`src/rtl/rr_arbiter8.sv`:
```
// rr_arbiter8: eight-way arbiter for one shared resource.
// Highest request index wins (7..0) and a grant is held until its requester
// releases it, or until a hold timer preempts it while others are waiting.
// Every grant/release passes through IDLE, so there is always one bubble cycle
// between two grants.
// Optional feature macro: RR_ARBITER8_ROUND_ROBIN_EN
//   defined   - a pointer remembers the last granted index; the search starts
//               just below it and wraps, so that index gets lowest priority.
//   undefined - fixed 7..0 order; after preemption the same requester may win
//               again, and the timer then only enforces the bubble.
module rr_arbiter8 #(
  parameter int unsigned MAX_HOLD = 16
) (
  input  logic       clk,
  input  logic       rst,
  input  logic [7:0] req,
  output logic [7:0] grant,
  output logic       grant_valid,
  output logic [2:0] grant_code
);

  localparam int unsigned CNT_W = (MAX_HOLD > 1) ? $clog2(MAX_HOLD) : 1;
  localparam logic [CNT_W-1:0] HOLD_LAST = CNT_W'(MAX_HOLD - 1);

  typedef enum logic {
    IDLE  = 1'b0,
    GRANT = 1'b1
  } state_t;

  state_t           state_q;
  logic [CNT_W-1:0] cnt_q;
  logic [2:0]       win_code_c;

`ifdef RR_ARBITER8_ROUND_ROBIN_EN
  logic [2:0] ptr_q;
  logic [2:0] idx_c;

  // Winner search from ptr_q-1 downward with wrap; ptr_q itself is checked last.
  always_comb begin
    win_code_c = 3'd0;
    idx_c      = 3'd0;
    for (int k = 8; k >= 1; k--) begin
      idx_c = ptr_q - 3'(k);
      if (req[idx_c]) begin
        win_code_c = idx_c;
      end
    end
  end
`else
  // Winner search in fixed order: the highest requesting index wins.
  always_comb begin
    win_code_c = 3'd0;
    for (int i = 0; i < 8; i++) begin
      if (req[i]) begin
        win_code_c = 3'(i);
      end
    end
  end
`endif

  // Grant FSM: state, hold counter, pointer and registered outputs.
  always_ff @(posedge clk) begin
    if (rst) begin
      state_q     <= IDLE;
      grant       <= 8'h00;
      grant_valid <= 1'b0;
      grant_code  <= 3'b000;
      cnt_q       <= '0;
`ifdef RR_ARBITER8_ROUND_ROBIN_EN
      ptr_q       <= 3'd0;
`endif
    end else begin
      case (state_q)
        IDLE: begin
          if (|req) begin
            state_q     <= GRANT;
            grant       <= 8'b0000_0001 << win_code_c;
            grant_valid <= 1'b1;
            grant_code  <= win_code_c;
            cnt_q       <= '0;
`ifdef RR_ARBITER8_ROUND_ROBIN_EN
            ptr_q       <= win_code_c;
`endif
          end
        end
        GRANT: begin
          if (!req[grant_code]) begin
            // Release wins over timeout on the same edge.
            state_q     <= IDLE;
            grant       <= 8'h00;
            grant_valid <= 1'b0;
            grant_code  <= 3'b000;
          end else if ((cnt_q == HOLD_LAST) && (|(req & ~grant))) begin
            state_q     <= IDLE;
            grant       <= 8'h00;
            grant_valid <= 1'b0;
            grant_code  <= 3'b000;
          end else if (cnt_q != HOLD_LAST) begin
            // Saturates so a lone requester keeps the grant indefinitely.
            cnt_q <= cnt_q + CNT_W'(1);
          end
        end
        default: begin
          state_q     <= IDLE;
          grant       <= 8'h00;
          grant_valid <= 1'b0;
          grant_code  <= 3'b000;
        end
      endcase
    end
  end

endmodule

```
`config.mk`:
```
export PLATFORM = sky130hd
export DESIGN_NAME = rr_arbiter8
export DESIGN_NICKNAME = d
export VERILOG_FILES = /design/src/rtl/rr_arbiter8.sv
export SDC_FILE = /design/constraint.sdc
export NUM_CORES = 1
export LEC_CHECK = 0
export ABC_AREA = 1
export CELL_PAD_IN_SITES_DETAIL_PLACEMENT = 1
export CELL_PAD_IN_SITES_GLOBAL_PLACEMENT = 2
export CORE_AREA = 4 4 76 60
export CTS_CLUSTER_DIAMETER = 200
export CTS_CLUSTER_SIZE = 24
export DETAILED_ROUTE_END_ITERATION = 7
export DIE_AREA = 0 0 80 64
export PLACE_DENSITY_LB_ADDON = 0.15
export SETUP_SLACK_MARGIN = 0.1
export SLEW_MARGIN = 25
export SYNTH_ARGS = -nofsm -noshare
export SYNTH_HDL_FRONTEND = slang
export SYNTH_SLANG_ARGS = --single-unit
export TNS_END_PERCENT = 20
```
`constraint.sdc`:
```
create_clock -name clk -period 3.4 [get_ports clk]
set_input_delay 0.68 -clock clk [delete_from_list [all_inputs] [get_ports clk]]
set_output_delay 0.68 -clock clk [all_outputs]
set_load 0.02 [all_outputs]
```
# ---- Yosys cells after proc, flatten, opt, wreduce, memory -nomap -nowiden
# Cells that the tools add are included.
dict set report word_totals {
  regBits 17
  input_bits 10
  out_inout_bits 12
  word_cells 53
}
dict set report op_classes {
  n_addsub 1
  order_cmp 1
  eq_ne 7
  n_shift 1
  mux 30
  bitwise 3
  n_reduce_logical 5
}
# op n
set op_table {}
lappend op_table {{3-bit two-way mux} 9}
lappend op_table {{8-bit two-way mux} 3}
lappend op_table {{4-bit two-way mux} 4}
lappend op_table {{8-bit case mux with 2 select lines} 1}
lappend op_table {{8-bit OR reduction} 2}
lappend op_table {{8-bit AND} 1}
lappend op_table {{1-bit two-way mux} 8}
lappend op_table {{8-bit inverter} 1}
lappend op_table {{4-bit case mux with 2 select lines} 1}
lappend op_table {{1-bit by 3-bit left shift with 8-bit output, first input constant} 1}
lappend op_table {{3-bit case mux with 2 select lines} 1}
lappend op_table {{4-bit by 1-bit adder with 4-bit output, second input constant} 1}
lappend op_table {{4-bit equality test, second input constant} 1}
lappend op_table {{3-bit by 4-bit less-than comparator with 1-bit output, second input constant} 1}
lappend op_table {{2-bit by 1-bit inequality test with 1-bit output, second input constant} 2}
lappend op_table {{2-bit inequality test, second input constant} 2}
lappend op_table {{4-bit inequality test, second input constant} 1}
lappend op_table {{1-bit case mux with 2 select lines} 2}
lappend op_table {{4-bit AND reduction} 1}
lappend op_table {{1-bit binary-select mux with 3-bit select} 1}
lappend op_table {{3-bit by 2-bit inequality test with 1-bit output, second input constant} 1}
lappend op_table {{2-bit AND reduction} 1}
lappend op_table {{1-bit logical AND} 1}
lappend op_table {{1-bit inverter} 1}

# ---- Depth between registers and ports, before layout
dict set report logic_depth {
  ltp_word 10
  mapped_depth 11
}

# ---- Least setup slack after synthesis
# Ideal clock, no wire load.
dict set report synth_timing {
  kind {input to register}
  from {input req[2]}
  to {register grant[2]}
  setup_ps 132
  t_arrival_ps 1436
  required_ps 3268
  path_slack_ps 1831
  cell_stages 6
  n_path_buf 0
  path_cell_list {nor2_1 nor3_1 nor3_1 inv_1 nand3_1 a21oi_1}
}
dict set report synth_via {
  elab_chain_cells 9
}
# element line_no
set synth_rtl {}
lappend synth_rtl {{from (decl)} 16} ;# input logic [7:0] req,
lappend synth_rtl {{3-bit two-way mux (6 in series)} 54} ;# if (req[i]) begin
lappend synth_rtl {{1-bit by 3-bit left shift with 8-bit output} 77} ;# grant <= 8'b0000_0001 << win_code_c;
lappend synth_rtl {{8-bit two-way mux} 75} ;# if (|req) begin
lappend synth_rtl {{8-bit case mux with 2 select lines} 73} ;# case (state_q)
lappend synth_rtl {{to (signal assigned)} 77}
lappend synth_rtl {{to (decl)} 17} ;# output logic [7:0] grant,
# Parallel ways exist; a longest one is shown, timed or not. The select of a mux whose other input is x is not followed.
# A chain may end at the register's enable or synchronous reset.

# ---- Worst setup path after layout
dict set report layout_timing {
  from {input req[7]}
  to {register cnt_q[2]}
}
dict set report layout_via {
  elab_chain_cells 5
}
# element line_no
set layout_rtl {}
lappend layout_rtl {{8-bit AND} 93} ;# end else if ((cnt_q == HOLD_LAST) && (|(req & ~grant))) begin
lappend layout_rtl {{8-bit OR reduction} 93}
lappend layout_rtl {{1-bit logical AND} 93}
lappend layout_rtl {{2-bit inequality test (no source line)} n/a}
lappend layout_rtl {{4-bit AND reduction (no source line) *} n/a}
lappend layout_rtl {{to (signal assigned)} 100} ;# cnt_q <= cnt_q + CNT_W'(1);
lappend layout_rtl {{to (decl)} 31} ;# logic [CNT_W-1:0] cnt_q;
# Mark *: on every way between the ends. The rest lies on a longest branch, timed or not. The select of a mux whose other input is x is not followed.

==> results.md <==
* Largest net degree at the start of global routing at 18
* IO Port Bufs at 21
* Tcrit/Tclk final at a little over three fifths
* Clk root buf: clkbuf_8
* Mux cell area share after synthesis at 0%
* Worst Tran Pin Value at 0.633 ns
* # fillers at 520
* Commonest cells post-synth: nand2_1, inv_1, nand3_1, a21oi_1, dfxtp_1
* Clk Latency, worst-skew pair at 0.25 ns
* Post-synth top area cell: dfxtp_1
* Num CTS Buffers at 3
* Final setup margin at between 1 and 1.5 ns
* Pleak at around 0.00054 uW
* Worst IR Drop VDD at 176 uV
* Post-Syn Instances at 158
* CTS Hold Bufs at 0
* Worst clock skew at roughly 0.0016 ns
* Critical path's top delay family: simple AND/OR/NAND/NOR gates
* Outcome: finished, final reports clean
* DR DRC count at 0
* Global-route wire length before repair at 5170 um
* Async S/R FF share, synth at 0%
* Initial antenna violation count at 0
* WL final at 2960 um
* Most Frequent Cell on Critical Path: nand2_1
* Max stage delay on crit path at about 0.57 ns
* Final hold vios at 0
* Pre-CTS setup slack at 1.00 ns
* Core area at 3900 um2
* Cell Chain, Critical Path: clkdlybuf4s50_1 -> inv_1 -> nand2_1 -> nand3_1 -> nand2_1 -> nand2_1 -> nand2_2 -> nand3_1 -> nand2_1 -> nand2_1 -> a21oi_1
* Synth Area in XOR/XNOR at 0.916%
* Avg Vias per Cell at 4.31
* Die area at 5120 um2
* Synthesized area per cell at 6.05 um2
* Routability Congestion at 0.811
* Post-synthesis compound-gate area fraction at 10.5%
* Startpoint Class: input port
* Final Instance Area at 1260 um2
* Tot GR Track Use at 13.0%
* CP Max Fanout at 5
* Wire length per cell at 12.6 um
* Synth top area share at 35.6%
* Synth top area cells: dfxtp_1, nand2_1, inv_1, nand3_1, a21oi_1
* Worst min path class: reg2reg
* Post-synth EDFFs at 0
* Buf/Inv on CP at 2
* H-tree levels at 1
* Share of layout cells above drive strength 1 at 3.89%
* Yosys warnings at 0
* Clock Sink Count at 17
* CTS tree: done
* Layout area overhead at 31.9%
* Most used DFF post-synth: dfxtp_1
* Worst path required time at 3.56 ns
* Num ports at 22
* Diode count at 0
* DIE HEIGHT at 64 um
* #FFs+latches synth at 17
* Fmax at 467 MHz
* CTS max path bufs at 2
* Pwr Density at 376 nW/um2
* Max-slew violation count at 0
* Setup TNS Final at 0 ns
* Synth Area in Simple Gates at 38.4%
* Vias at about 1k
* CP Capture Type: register
* Antenna-violating nets left at 0
* Nets at 192
* Largest family of logic cells by synthesized area: simple AND/OR/NAND/NOR gates
* Sequential area share after synthesis at 35.6%
* Post-Synth Adder-Cell Area at 1.31%
* Die width at around 80 um
* Post_cts resized at 0
* Flop2flop setup slack at 1.85 ns
* Critical path class: in2reg
* First-pass iteration count of the detailed router at 4
* Worst-path clk slew at 0.06 ns
* Max_cap viols at 0
* Total gr overflow at 0
* Cell variety after synth at 18
* Rows at 20
* CP arrival at 2.30 ns
* Vias in the first global route at roughly 1.1k
* Mapped Area at 956 um2
* RSZ-0062 raised after global routing: no
* # setup viols final at 0
* CP max stage cell: clkdlybuf4s50_1
* Core Util, Final at around a third
* Post-CTS setup buffers at 0
* Starting Density at 24.5%
* Placement Cell Area at between 1000 and 1500 um2
* Mapped Nets at between 150 and 200
* 1st-iter DRT viols at 51
* Tmin final at 2.14 ns
* Dpl hpwl at 2420 um
* Most common cell in the synthesized netlist: nand2_1
* Rel. slew slack at between 50% and 60%
==> sequential cells by signal, indices dropped and copies added, names as in the netlist <==
register and count:
grant_code 3, grant_valid 1, grant 8, state_q 1, cnt_q 4
==> worst reg2reg max path, cell delays in order (launching register included) <==
cell     delay [ns]
dfxtp_1        0.45
inv_2          0.08
nand2_1        0.07
nand3_1        0.06
nand2_1        0.09
nand2_1        0.06
nand2_2        0.09
nand3_1        0.17
nand2_1        0.17
nand2_1        0.06
a21oi_1        0.15
==> report_power, final <==
| group | total, uW | switching (uW) | internal, uW |
|---|---|---|---|
| combinational | 104 | 64.2 | 39.7 |
| sequential | 220 | 10.8 | 209 |
| clock | 151 | 67.5 | 83.1 |
| total | 474 | 143 | 332 |
==> through the flow <==
step,total power [uW],hold WS (ns),std cells
floorplan,285,0.450,158
global route,512,0.498,235
CTS,484,0.475,235
global placement,328,0.464,231
finish,474,0.477,235
detailed placement,329,0.466,231
==> cell usage in the layout, fill, tap and decap left out, types with 2 or more instances in the layout <==
cell             count
clkdlybuf4s50_1     21
nand3_1             19
clkbuf_8             3
nor2_1              10
nor3_1               2
nand2_2              2
nand2_1             52
dfxtp_1             17
inv_1               28
a21oi_1             18
==> area by class of cell <==
cell class | instances | area, um2 | area share [%]
well taps | 55 | 68.8 | 5.46
inverters | 29 | 109 | 8.63
multi-input cells | 109 | 488 | 38.7
flip-flops and latches | 17 | 340 | 27.0
repair buffers | 21 | 210 | 16.7
clock buffers | 4 | 45.0 | 3.57
==> worst paths after layout <==
check | start | end | depth (start not counted)
setup reg to reg | grant_code[0] | cnt_q[2] | 10
hold reg to reg | grant[0] | grant[0] | 2
hold / removal | grant[0] | grant[0] | 2
setup / recovery | req[7] | cnt_q[2] | 11
==> kinds of logic after synthesis <==
logic type	Yosys count
and+or+nand+nor	87
AOI/OAI and AO/OA	20
adders and majority gates	1
buffers and inverters	32
xor gates and xnor gates	1
DFF	17
==> layer usage <==
metal  part of all wire (%)  global-route usage, %  routed length (um)
met3                    3.9                   4.37                 114
met1                     57                   19.0                1670
met5                      0                      0                   0
met4                   0.64                   2.53                  19
met2                     39                   18.4                1150
Power figures use the tool's default switching activity.
